[src/rtl/regfile_write_decoder.sv]
// Write-side register file: one-stage request register, one-hot address decode, 32-word storage
// exposed bit-sliced for 32:1 read muxes. Optional byte-mask writes via REGFILE_BYTE_MASK_EN.
module regfile_write_decoder #(
    parameter int DATA_WIDTH = 32,
    parameter int ADDR_WIDTH = 5,
    parameter int ZERO_REG   = 1,
    localparam int NUM_REGS  = 2 ** ADDR_WIDTH
) (
    input  logic                           clk,
    input  logic                           reset,
    input  logic                           wr_en,
    input  logic [ADDR_WIDTH-1:0]          wr_addr,
    input  logic [DATA_WIDTH-1:0]          wr_data,
`ifdef REGFILE_BYTE_MASK_EN
    input  logic [DATA_WIDTH/8-1:0]        wr_be,
`endif
    output logic [NUM_REGS-1:0]            dec_onehot,
    output logic                           pend_valid,
    output logic [ADDR_WIDTH-1:0]          pend_addr,
    output logic [DATA_WIDTH-1:0]          pend_data,
    output logic                           wr_ack,
    output logic [NUM_REGS*DATA_WIDTH-1:0] regs_sliced,
    output logic [15:0]                    commit_count
);

    logic                  s1_req;
    logic [ADDR_WIDTH-1:0] s1_addr;
    logic [DATA_WIDTH-1:0] s1_data;
    logic                  s1_live;
    logic [DATA_WIDTH-1:0] wmask;
    logic [DATA_WIDTH-1:0] regs [NUM_REGS];

`ifdef REGFILE_BYTE_MASK_EN
    logic [DATA_WIDTH/8-1:0] s1_be;
`endif

    // Address is only sampled when a request is valid, so X on an idle bus never reaches state.
    always_ff @(posedge clk) begin
        if (reset) begin
            s1_req  <= 1'b0;
            s1_addr <= '0;
            s1_data <= '0;
`ifdef REGFILE_BYTE_MASK_EN
            s1_be   <= '0;
`endif
        end else begin
            s1_req <= wr_en;
            if (wr_en) begin
                s1_addr <= wr_addr;
                s1_data <= wr_data;
`ifdef REGFILE_BYTE_MASK_EN
                s1_be   <= wr_be;
`endif
            end
        end
    end

`ifdef REGFILE_BYTE_MASK_EN
    always_comb begin
        s1_live = s1_req && (s1_be != '0)
                  && !((ZERO_REG != 0) && (s1_addr == '0));
        wmask = '0;
        for (int k = 0; k < DATA_WIDTH/8; k++) begin
            wmask[k*8 +: 8] = {8{s1_be[k]}};
        end
    end
`else
    always_comb begin
        s1_live = s1_req && !((ZERO_REG != 0) && (s1_addr == '0));
        wmask   = '1;
    end
`endif

    always_comb begin
        dec_onehot = '0;
        if (s1_live) begin
            dec_onehot[s1_addr] = 1'b1;
        end
    end

    assign pend_valid = s1_live;
    assign pend_addr  = s1_addr;
    assign pend_data  = s1_data;

    always_ff @(posedge clk) begin
        if (reset) begin
            for (int r = 0; r < NUM_REGS; r++) begin
                regs[r] <= '0;
            end
            wr_ack       <= 1'b0;
            commit_count <= '0;
        end else begin
            for (int r = 0; r < NUM_REGS; r++) begin
                if (dec_onehot[r]) begin
                    regs[r] <= (regs[r] & ~wmask) | (s1_data & wmask);
                end
            end
            // Discarded requests still acknowledge, so every request sees exactly one pulse.
            wr_ack <= s1_req;
            if (s1_live) begin
                commit_count <= commit_count + 16'd1;
            end
        end
    end

    always_comb begin
        regs_sliced = '0;
        for (int b = 0; b < DATA_WIDTH; b++) begin
            for (int r = 0; r < NUM_REGS; r++) begin
                if (!((ZERO_REG != 0) && (r == 0))) begin
                    regs_sliced[b*NUM_REGS + r] = regs[r][b];
                end
            end
        end
    end

endmodule

[config.mk]
export PLATFORM = sky130hd
export DESIGN_NAME = regfile_write_decoder
export DESIGN_NICKNAME = d
export VERILOG_FILES = /design/src/rtl/regfile_write_decoder.sv
export SDC_FILE = /design/constraint.sdc
export NUM_CORES = 1
export LEC_CHECK = 0
export BUFFER_PORTS_ARGS = -buffer_cell sky130_fd_sc_hd__buf_4
export CAP_MARGIN = 20
export CORE_AREA = 2 2 452 454
export CTS_CLUSTER_SIZE = 24
export DETAILED_ROUTE_END_ITERATION = 8
export DIE_AREA = 0 0 454 456
export GPL_ROUTABILITY_DRIVEN = 0
export PLACE_DENSITY = 0.38
export SLEW_MARGIN = 15
export SYNTH_ARGS = -nofsm -noshare
export SYNTH_HDL_FRONTEND = slang
export SYNTH_SLANG_ARGS = --single-unit
[constraint.sdc]
create_clock -name clk -period 2.9 [get_ports clk]
set_input_delay 0.145 -clock clk [delete_from_list [all_inputs] [get_ports clk]]
set_output_delay 0.145 -clock clk [all_outputs]
set_load 0.03 [all_outputs]
# After elaboration in Yosys (flattened, before gate mapping)
# Memory sizes are Yosys's and may differ from the RTL's.
# Cells that the tools add are included.
[totals]
reg_bits = 55
mem_bits_rw = 1024
inputBits = 40
word_cells = 178
mem_count = 1
[op_classes]
add_sub_neg = 1
magnitude_cmp = 2
mux = 133
bitwise_logic = 32
reduce_logical = 4
[memory_table]
columns = ["memory", "depth", "word_bits", "rd", "rd_ports_with_merged_regs", "write_ports", "line", "rtl"]
rows = [
  ["regs", 32, 32, 31, 0, 32, "31", "logic [DATA_WIDTH-1:0] regs [NUM_REGS];"],
]
[op_table]
columns = ["operator", "n"]
rows = [
  ["32-bit 2-to-1 mux", 33],
  ["1-bit 2-to-1 mux", 99],
  ["1-bit OR", 32],
  ["16-bit by 1-bit adder with 16-bit output, second input constant", 1],
  ["5-bit by 6-bit < comparator with 1-bit output, second input constant", 1],
  ["1-bit demux with 5-bit select", 1],
  ["5-bit by 1-bit greater-or-equal comparator with 1-bit output, second input constant", 1],
  ["5-bit logical NOT", 1],
  ["1-bit logical AND", 2],
  ["1-bit logical NOT", 1],
]

# Logic depth before layout (Yosys ltp)
# Gate-level depths: netlist (run 1).
[depth]
word_depth = 9
depth_mapped = 7

# Least setup slack after synthesis (run 1)
# OpenSTA, ideal clock, no wires.
[synth_timing]
kind = "register to register"
start = "register s1_addr[4] (netlist: pend_addr[4])"
end = "memory regs[17][0] (netlist: regs[2][32]) (enable)"
arrival_time_ns = 2.306
t_required_ns = 2.506
path_slack_ns = 0.200
path_stages_with_launch = 6
path_buffers = 2
synth_period_minus_slack_ns = 2.700
path_cell_list = "dfxtp_1 -> buf_4 -> or3b_1 -> or3_1 -> buf_6 -> nand2b_1"
[synth_lines]
columns = ["element", "line", "rtl"]
rows = [
  ["start, declared", "27", "logic [ADDR_WIDTH-1:0] s1_addr;"],
  ["start signal, assigned", "49", "s1_addr <= wr_addr;"],
  ["end, declared", "31", ""],
]

# Worst setup path after layout (run 1)
[layout_timing]
start = "register s1_addr[4] (netlist: pend_addr[4])"
end = "output port dec_onehot[17]"
[layout_between]
elab_chain_len = 5
word_cells_on_any_way = 9
classes_between = "2 x order compare; 3 x mux; 4 x reduce/logical"
[layout_rtl]
columns = ["element", "line", "rtl"]
rows = [
  ["5-bit by 6-bit < comparator with 1-bit output (implied by the code) or 5-bit by 1-bit greater-or-equal comparator with 1-bit output (tied branches)", "77", "dec_onehot[s1_addr] = 1'b1;"],
  ["1-bit logical AND (implied by the code)", "77", ""],
  ["1-bit 2-to-1 mux (implied by the code)", "77", ""],
  ["1-bit demux with 5-bit select", "77", ""],
  ["32-bit 2-to-1 mux (*)", "76", "if (s1_live) begin"],
  ["end, declared", "17", "output logic [NUM_REGS-1:0] dec_onehot,"],
]
# Every way passes the cells marked *; elsewhere a longest branch is shown, timed or not.

==> qor.log, run 1 <==
INFO  worst_setup_path worst-endpoint-required=2.76ns
INFO  die            initial_core_util=17.68%
INFO  synth          syn-mean-instance-area=17.20squm
INFO  synth          postSynthRegisterBits=1047
INFO  sta            grt_setup_unrepaired=yes
INFO  power          cellInternalPower=26980uW
INFO  sta            timing_max_transition_violations_final=0
INFO  cells_and_area layout-drive-gt1-share=43.74%
INFO  job            maxCapViolCount=0
INFO  worst_setup_path timing.critical_path.to_type=output port
INFO  sta            layout_worst_path_cycle_share=95.10%
INFO  worst_setup_path worst_r2r_path_depth=5
INFO  cts            tritoncts=done
INFO  route          vias_per_inst=3.685
INFO  worst_setup_path critical_path_buf_inv_count=3
INFO  run_status     status=finished clean
INFO  power          power.net_switching=9636uW
INFO  route          drc=0
INFO  placement      dp_hpwl=126700microns
INFO  die            design.die.area=207000squm
INFO  global_route   overflow=0
INFO  worst_setup_path worst_setup_path_start_kind=flip-flop
INFO  cts            postCtsSetupRepairBufs=0
INFO  synth          mappedNetlistArea=35660squm
INFO  worst_setup_path critical_path.cell_chain=or3b_4 -> or3_2 -> buf_6 -> inv_1 -> buf_4
INFO  hold_path      min_path_cells=2
INFO  worst_setup_path cp_data_arrival_time=2.61ns
INFO  worst_setup_path crit_slowest_cell=or3_2
INFO  placement      io_buffer_count=1117
INFO  cells_and_area nNetsFinal=3459
INFO  sta            fmax=0.3626GHz
INFO  synth          netlist_instances=2073
INFO  sta            slew_headroom=40.46%
INFO  global_route   antenna_violations_before_repair=9
INFO  sta            setup_viol_count_final=0
INFO  die            die_width=454microns
INFO  synth          synth.lib_cells_used.distinct=39
INFO  route          drt_pre_antenna_iters=5
INFO  worst_setup_path critical_path_cell_count=5
INFO  power          power_density=686.4nW/um^2
INFO  sta            final_hold_violations=0
INFO  sta            max_slew.worst_pin.slew=0.8931ns
INFO  power          pwr-share-seq=47.7%
INFO  die            fp.dieH=456microns
INFO  cells_and_area area_delta_synth_final=49.61%
INFO  global_route   global_route.usage.total=15.91%
INFO  worst_setup_path crit_path_category=reg2out
INFO  cts            clock_sinks=1047
INFO  power          worst_ir_drop_vdd=487.6uV
INFO  route          drt-total-wl=171200microns
INFO  route          detail-route-antenna-nets=0
INFO  cts            cts_root_buf=clkbuf_16
INFO  worst_setup_path critical_path.max_stage_delay=0.47ns
INFO  sta            timing.hold.ws=0.1316ns
INFO  die            num_io_pins=1151
INFO  cts            cts_buffers=119
INFO  worst_setup_path critical_path.max_fanout=33
INFO  power          p_leak=0.02115uW
INFO  power          pwr-share-clk=41.6%
INFO  global_route   grt_first_pass_wirelength=220100microns
INFO  cts            cts_htree_levels=3
INFO  global_route   grt_max_degree=39
INFO  worst_setup_path crit_family=simple AND/OR/NAND/NOR gates
INFO  synth          synthesis_warning_total=0
INFO  global_route   vias_in_the_first_global_route=22450
INFO  cts            clk-insertion-delay-late=0.81ns
INFO  hold_path      hold_path.class=in2reg
INFO  sta            layout_min_cycle_time=2.758ns
INFO  power          share_comb_of_total_power=10.6%
INFO  power          power.share.switching=26.31%
INFO  cts            clk_transition_reported_paths=0.06ns
INFO  sta            final.setup_skew=0.06052ns
INFO  die            core.rowCount=165
INFO  route          post_drt_wl_per_cell=27.61microns
INFO  route          routed-via-count=22860
INFO  synth          seq_area_frac_synth=86.62%
INFO  route          drt_iter0_markers=1790
INFO  sta            setup_total_negative_slack=0ns
INFO  cts            cts_max_path_buffers=3
INFO  die            design.core.area=201700squm
[routing by layer]
metal | global-route usage, % | up-vias | wire length, microns
met3 | 4.097 | 139 | 11300
met5 | 0 | - | 0
met2 | 29.33 | 892 | 91310
met4 | 3.578 | 0 | 3070
met1 | 18.18 | 11900 | 65570
li1 | - | 9926 | -
[layout make-up]
cell class	instances	area, sq um
multi-input cells	831	3874
diodes	8	20.02
flip-flops and latches	1047	30890
repair buffers	1365	11040
clock inverters	72	743.2
well taps	2672	3343
clock buffers	154	3231
fillers	20820	148400
inverters	54	202.7
[cells by family after synthesis]
kind of cell / share of synthesized area, %
flip-flops: 86.62
multiplexers: 1.098
adder cells (fa/ha/maj): 0.03508
buffers and inverters: 3.224
AO/OA/AOI/OAI: 0.3509
XOR/XNOR: 0.2211
other: 0.01052
AND/OR/NAND/NOR: 8.438
[Yosys cell counts (all sizes together)]
cell type / count / area share, %
a211oi: 3 / 0.063
dfxtp: 55 / 3.1
a211o: 2 / 0.049
clkbuf: 84 / 0.88
xor2: 2 / 0.049
inv: 54 / 0.57
buf: 89 / 1.8
nand4: 4 / 0.070
nor3: 3 / 0.070
or2: 17 / 0.30
nand2b: 50 / 0.88
a21oi: 6 / 0.084
nand3b: 2 / 0.042
edfxtp: 992 / 84
conb: 1 / 0.011
nor2: 611 / 6.4
mux2i: 38 / 1.1
nor2b: 3 / 0.053
nor3b: 2 / 0.042
a2111oi: 2 / 0.049
mux2: 1 / 0.032
xnor2: 7 / 0.17
ha: 1 / 0.035
or3b: 1 / 0.025
o211ai: 1 / 0.021
nand3: 7 / 0.098
o21ai: 6 / 0.084
nand2: 20 / 0.24
and4: 1 / 0.025
or3: 8 / 0.15
[worst reg2reg max path: cells and delay by family (launching register included)]
kind          cells  cell delay (ns)
flops             1             0.54
buf+inv           2             0.47
simple gates      3             1.04
[layout by cell type, fill, tap and decap left out, drive strengths merged, types with 2 or more instances in the layout]
cell type    count
buf           1282
edfxtp         992
nor2           611
clkbuf         154
dlygate4sd3     83
clkinv          57
inv             55
dfxtp           55
nand2b          50
mux2i           38
conb            33
nand2           20
or2             17
diode            8
bufinv           8
or3              8
nand3            7
xnor2            7
a21oi            6
clkinvlp         6
o21ai            6
nand4            4
a211oi           3
nor2b            3
nor3             3
nand3b           2
nor3b            2
xor2             2
a211o            2
a2111oi          2
[worst paths after layout]
kind / start / end / slack, ns
setup / recovery: pend_addr[4] / dec_onehot[17] / 0.14
hold / removal: wr_en / s1_req / 0.13
setup reg to reg: pend_addr[1] / regs[2][82] / 0.53
hold reg to reg: commit_count[13] / commit_count[13] / 0.52
[power groups by stage]
stage	Clock, uW	Sequential [uW]	Combinational [uW]
after floorplan	0	19000	558
after global placement	0	17800	3880
after detailed placement	0	17800	3880
after CTS	15700	17500	3980
after global routing	16200	17500	4040
final	15300	17500	3880
[state kept, by name, summed over array words and instances, names as in the netlist]
register	count
wr_ack	1
regs	992
s1_req	1
commit_count	16
pend_addr	5
pend_data	32
[what timing repair did]
item | CTS | global route
hold endpoints to repair | 40 | 0
hold buffers | 83 | 0
endpoints found under the setup margin | 12 | 10
resized for setup | 10 | 5
[metrics by stage]
stage | power, uW | util (%) | setup slack [ns] | cells | instance area (sq um)
CTS | 37170 | 26.43 | 0.009855 | 6195 | 53310
finish | 36620 | 26.45 | 0.1420 | 6203 | 53350
floorplan | 19590 | - | 0.2000 | 2105 | 35780
global route | 37800 | 26.44 | -0.002929 | 6197 | 53330
detailed placement | 21680 | 24.04 | 0.5068 | 5886 | 48480
global placement | 21690 | 24.04 | 0.5077 | 5886 | 48480
Note: power is estimated with default switching activity, not from simulation.
==> inputs of run 2 (changes only) <==
--- a/config.mk
+++ b/config.mk
@@ -5,8 +5,7 @@
 export SDC_FILE = /design/constraint.sdc
 export NUM_CORES = 1
 export LEC_CHECK = 0
-export BUFFER_PORTS_ARGS = -buffer_cell sky130_fd_sc_hd__buf_4
-export CAP_MARGIN = 20
+export BUFFER_PORTS_ARGS = -buffer_cell sky130_fd_sc_hd__buf_2
 export CORE_AREA = 2 2 452 454
 export CTS_CLUSTER_SIZE = 24
 export DETAILED_ROUTE_END_ITERATION = 8
==> qor.log, run 2 (synthesis results as in run 1) <==
INFO  cts            tritoncts=done
INFO  worst_setup_path worst-endpoint-required=2.76ns
INFO  power          power_density=718.3nW/um^2
INFO  worst_setup_path crit_path_start=pend_addr[2]
INFO  cts            cts_max_path_buffers=3
INFO  sta            final_hold_violations=0
INFO  sta            timing.final.ws_setup=0.1751ns
INFO  placement      dpl.cell_count=5882
INFO  global_route   vias_in_the_first_global_route=22060
INFO  worst_setup_path regToRegEndpoint=regs[2][144]
INFO  cts            clk_transition_reported_paths=0.06ns
INFO  power          p_leak=0.02056uW
INFO  cts            postCtsSetupRepairBufs=0
INFO  cells_and_area final_common_cell=buf_2
INFO  cts            cts_htree_levels=3
INFO  die            initial_core_util=17.68%
INFO  cts            cts_root_buf=clkbuf_16
INFO  global_route   global_route.usage.total=15.40%
INFO  die            fp.dieH=456microns
INFO  power          worst_ir_drop_vdd=470.1uV
INFO  route          drt_pre_antenna_iters=6
INFO  die            design.core.area=201700squm
INFO  global_route   grt_first_pass_wirelength=212800microns
INFO  run_status     status=finished clean
INFO  worst_setup_path timing.critical_path.to=dec_onehot[17]
INFO  route          routed-via-count=22900
INFO  global_route   antenna_violations_before_repair=10
INFO  hold_path      hold_path.class=in2reg
INFO  cells_and_area final_cell_mix=buf_2, edfxtp_1, nor2_1
INFO  sta            fmax=0.3670GHz
INFO  placement      dp_hpwl=122100microns
INFO  global_route   grt_max_degree=39
INFO  route          post_drt_wl_per_cell=26.86microns
INFO  cells_and_area area_delta_synth_final=41.62%
INFO  die            design.die.area=207000squm
INFO  global_route   overflow=0
INFO  sta            setup_total_negative_slack=0ns
INFO  placement      io_buffer_count=1117
INFO  route          drt_iter0_markers=1841
INFO  sta            slew_headroom=36.99%
INFO  route          drc=0
INFO  job            maxCapViolCount=0
INFO  worst_setup_path crit_path_category=reg2out
INFO  placement      preCtsSetupSlack=0.5367ns
INFO  sta            layout_worst_path_cycle_share=93.96%
INFO  sta            layout_min_cycle_time=2.725ns
INFO  cells_and_area layout-drive-gt1-share=43.33%
INFO  cells_and_area finished_layout_cells=6188
INFO  cts            clk-insertion-delay-late=0.81ns
INFO  die            core.rowCount=165
INFO  worst_setup_path cp_data_arrival_time=2.58ns
INFO  worst_setup_path timing.critical_path.to_type=output port
INFO  sta            final.setup_skew=0.06639ns
INFO  sta            setup_viol_count_final=0
INFO  route          drt-total-wl=166200microns
INFO  sta            timing_max_transition_violations_final=0
INFO  cts            clock_sinks=1047
INFO  sta            max_slew.worst_pin.slew=0.9213ns
INFO  cells_and_area n_fill_cell=21130
INFO  worst_setup_path critical_path.max_fanout=33
INFO  worst_setup_path worst_r2r_path_depth=5
INFO  worst_setup_path timing.reg2reg.setup_slack=0.61ns
INFO  route          vias_per_inst=3.700
INFO  worst_setup_path r2r-start=pend_addr[0]
INFO  cts            cts_buffers=118
INFO  cells_and_area nNetsFinal=3454
INFO  worst_setup_path worst_setup_path_start_kind=flip-flop
INFO  cells_and_area final_cell_area=50500squm
INFO  cells_and_area regArea=30900squm
INFO  route          detail-route-antenna-nets=0
INFO  sta            grt_setup_unrepaired=no
INFO  die            die_width=454microns
INFO  cells_and_area largest-register=regs
INFO  cells_and_area multi_input_area=3871squm
INFO  cells_and_area largest_register_ffs=992
INFO  die            num_io_pins=1151
INFO  placement      postPlaceCellArea=45650squm
==> run 2: cell types whose count changed in the layout (fill, tap and decap cells not counted), sizes merged <==
cell and change:
bufinv +4, clkbuf -3, diode -2, clkinvlp -4, clkinv -10, buf -4, inv +4
==> run 2: timing repair <==
action | in CTS | in global routing
endpoints found under the setup margin | 10 | 6
hold buffers | 83 | 0
gates resized for setup | 10 | 6
endpoints found under the hold margin | 37 | 0
==> run 2: worst min path at each step <==
| stage | from | end | cells after the start |
|---|---|---|---|
| 3_5_place_dp | wr_data[19] | pend_data[19] | 3 |
| 4_1_cts | reset | pend_data[2] | 4 |
| 3_3_place_gp | wr_data[24] | pend_data[24] | 3 |
| 2_1_floorplan | wr_addr[4] | pend_addr[4] | 2 |
| 5_1_grt | wr_en | s1_req | 2 |
| 6_report | reset | pend_data[2] | 4 |
==> run 2: power by group <==
| part | internal [uW] | leakage (uW) | switching, uW |
|---|---|---|---|
| Combinational | 789 | 0.00792 | 2720 |
| Clock | 8790 | 0.00191 | 6560 |
| Sequential | 17200 | 0.0107 | 229 |
==> run 2: metal layers <==
metal / vias to the layer above / part of all wire, % / track usage, %
met4: 2 / 3.6 / 5.985
met1: 11850 / 38 / 17.36
met2: 930 / 52 / 27.35
met3: 209 / 6.8 / 4.194
met5: - / 0.0072 / 0
li1: 9910 / - / -
==> run 2: cell type report <==
class	count	share of cell area [%]
clock buffers	151	6.236
clock inverters	66	1.613
diodes	6	0.02973
well taps	2672	6.620
multi-input cells	831	7.665
inverters	54	0.4013
flip-flops and latches	1047	61.18
repair buffers	1361	16.25
==> run 2: critical path, stage by stage, from the launching register on <==
cell	delay, ns
dfxtp_2	0.38
or3b_1	0.46
or3_2	0.47
buf_6	0.22
inv_1	0.09
buf_2	0.19
==> run 2: per-stage QoR <==
| step | utilization, % | power [uW] | hold WS, ns |
|---|---|---|---|
| floorplan | - | 19590 | 0.2922 |
| global placement | 22.63 | 21230 | 0.3761 |
| detailed placement | 22.63 | 21220 | 0.3869 |
| CTS | 25.02 | 36800 | 0.004518 |
| global route | 25.03 | 37440 | 0.07202 |
| finish | 25.04 | 36270 | 0.09913 |
==> inputs of run 3 (changes only) <==
==> constraint.sdc (replaced) <==
create_clock -name clk -period 2.7 [get_ports clk]
set_input_delay 0.135 -clock clk [delete_from_list [all_inputs] [get_ports clk]]
set_output_delay 0.135 -clock clk [all_outputs]
set_load 0.03 [all_outputs]
==> qor.log, run 3 (synthesis results as in run 1) <==
INFO  global_route   antenna_violations_before_repair=12
INFO  worst_setup_path crit_path_category=reg2out
INFO  sta            fmax=0.3873GHz
INFO  die            num_io_pins=1151
INFO  global_route   global_route.usage.total=15.09%
INFO  route          vias_per_inst=3.700
INFO  route          drt_pre_antenna_iters=5
INFO  die            design.die.area=207000squm
INFO  cts            cts_htree_levels=3
INFO  worst_setup_path cp_data_arrival_time=2.45ns
INFO  global_route   overflow=0
INFO  power          worst_ir_drop_vdd=511.2uV
INFO  worst_setup_path regToRegEndpoint=regs[3][166]
INFO  sta            slew_headroom=47.46%
INFO  cells_and_area multi_input_area=3885squm
INFO  placement      dp_hpwl=118700microns
INFO  worst_setup_path crit_family=simple AND/OR/NAND/NOR gates
INFO  route          drc=0
INFO  cells_and_area final_cell_mix=buf_2, edfxtp_1, nor2_1
INFO  cells_and_area largest-register=regs
INFO  sta            grt_setup_unrepaired=no
INFO  worst_setup_path timing.reg2reg.setup_slack=0.59ns
INFO  placement      io_buffer_count=1117
INFO  cells_and_area layout-drive-gt1-share=43.51%
INFO  cells_and_area final_common_cell=buf_2
INFO  route          drt-total-wl=163100microns
INFO  sta            layout_worst_path_cycle_share=95.62%
INFO  cts            cts_buffers=117
INFO  worst_setup_path timing.critical_path.to=dec_onehot[17]
INFO  worst_setup_path critical_path.cell_chain=or3b_4 -> or3_4 -> buf_12 -> inv_1 -> buf_4
INFO  route          drt_iter0_markers=2016
INFO  cells_and_area regArea=30900squm
INFO  sta            setup_viol_count_final=0
INFO  hold_path      hold_path.class=in2reg
INFO  cells_and_area nNetsFinal=3486
INFO  worst_setup_path r2r-start=pend_addr[1]
INFO  power          p_leak=0.02069uW
INFO  cts            cts_root_buf=clkbuf_16
INFO  die            initial_core_util=17.68%
INFO  cells_and_area largest_register_ffs=992
INFO  worst_setup_path worst_r2r_path_depth=5
INFO  global_route   vias_in_the_first_global_route=22230
INFO  global_route   grt_first_pass_wirelength=209400microns
INFO  sta            timing_max_transition_violations_final=0
INFO  cts            clk_transition_reported_paths=0.06ns
INFO  die            design.core.area=201700squm
INFO  worst_setup_path critical_path.max_fanout=33
INFO  sta            final.setup_skew=0.08296ns
INFO  die            die_width=454microns
INFO  power          power_density=764.4nW/um^2
INFO  worst_setup_path worst-endpoint-required=2.57ns
INFO  route          detail-route-antenna-nets=0
INFO  sta            final_hold_violations=0
INFO  job            maxCapViolCount=0
INFO  route          post_drt_wl_per_cell=26.22microns
INFO  die            core.rowCount=165
INFO  route          routed-via-count=23020
INFO  cells_and_area area_delta_synth_final=42.58%
INFO  die            fp.dieH=456microns
INFO  cts            cts_max_path_buffers=3
INFO  worst_setup_path critical_path.max_stage_delay=0.43ns
INFO  cts            clk-insertion-delay-late=0.83ns
INFO  global_route   grt_max_degree=39
INFO  cells_and_area post-route-util=25.21%
INFO  sta            timing.final.ws_setup=0.1183ns
INFO  sta            setup_total_negative_slack=0ns
INFO  worst_setup_path crit_slowest_cell=or3b_4
INFO  worst_setup_path critical_path_cell_count=5
INFO  cts            tritoncts=done
INFO  power          totalPowerFinal=38870uW
INFO  sta            timing.hold.ws=0.4921ns
INFO  placement      preCtsSetupSlack=0.2918ns
INFO  cells_and_area n_fill_cell=21100
INFO  worst_setup_path crit_path_start=pend_addr[4]
INFO  sta            max_slew.worst_pin.slew=0.7872ns
INFO  worst_setup_path critical_path_buf_inv_count=3
INFO  worst_setup_path worst_setup_path_start_kind=flip-flop
INFO  sta            layout_min_cycle_time=2.582ns
INFO  cts            clock_sinks=1047
INFO  worst_setup_path timing.critical_path.to_type=output port
INFO  run_status     status=finished clean
run 3: power breakdown:
group | leakage [uW] | total, uW | internal (uW) | switching (uW)
combinational | 0.00805 | 3800 | 883 | 2910
sequential | 0.0107 | 18700 | 18500 | 220
clock | 0.00191 | 16400 | 9340 | 7050
run 3: worst min-delay path by stage:
stage / startpoint / end / slack (ns) / cells past startpoint
2_1_floorplan: wr_addr[4] / pend_addr[4] / 0.28 / 2
3_3_place_gp: wr_data[14] / pend_data[14] / 0.37 / 3
3_5_place_dp: wr_data[17] / pend_data[17] / 0.38 / 3
4_1_cts: reset / commit_count[14] / 0.40 / 4
5_1_grt: reset / commit_count[13] / 0.46 / 4
6_report: reset / commit_count[14] / 0.49 / 4
run 3: through the flow:
stage | cell area (sq um) | cells
3_3_place_gp | 45660 | 5887
4_1_cts | 50780 | 6215
6_report | 50850 | 6222
2_1_floorplan | 35780 | 2105
3_5_place_dp | 45660 | 5887
5_1_grt | 50840 | 6219
run 3: timing repair:
item | in CTS | in global routing
endpoints found under the setup margin | 17 | 10
pin swaps | 1 | 1
endpoints found under the hold margin | 41 | 0
setup buffers | 1 | 2
hold buffers | 107 | 0
resized for setup | 27 | 5
gates cloned | 0 | 1
run 3: per-layer routing:
layer / global-route usage [%] / share of wire [%]
met2: 26.94 / 52
met5: 0 / 0.0074
met3: 4.178 / 7.3
met1: 16.94 / 37
met4: 5.576 / 3.4
run 3: final cells by class:
class,count,share of cell area (%)
Timing Repair Buffer,1394,16.81
Multi-Input combinational cell,831,7.641
Sequential cell,1047,60.77
Clock buffer,143,6.049
Antenna cell,4,0.01969
Tap cell,2672,6.575
Clock inverter,77,1.735
Inverter,54,0.3987
run 3: worst reg2reg max path, stage by stage, from the launching register on:
cell	delay, ns
dfxtp_2	0.39
inv_1	0.22
nand3_1	0.20
nor2_1	0.16
or2_2	0.57
buf_12	0.27
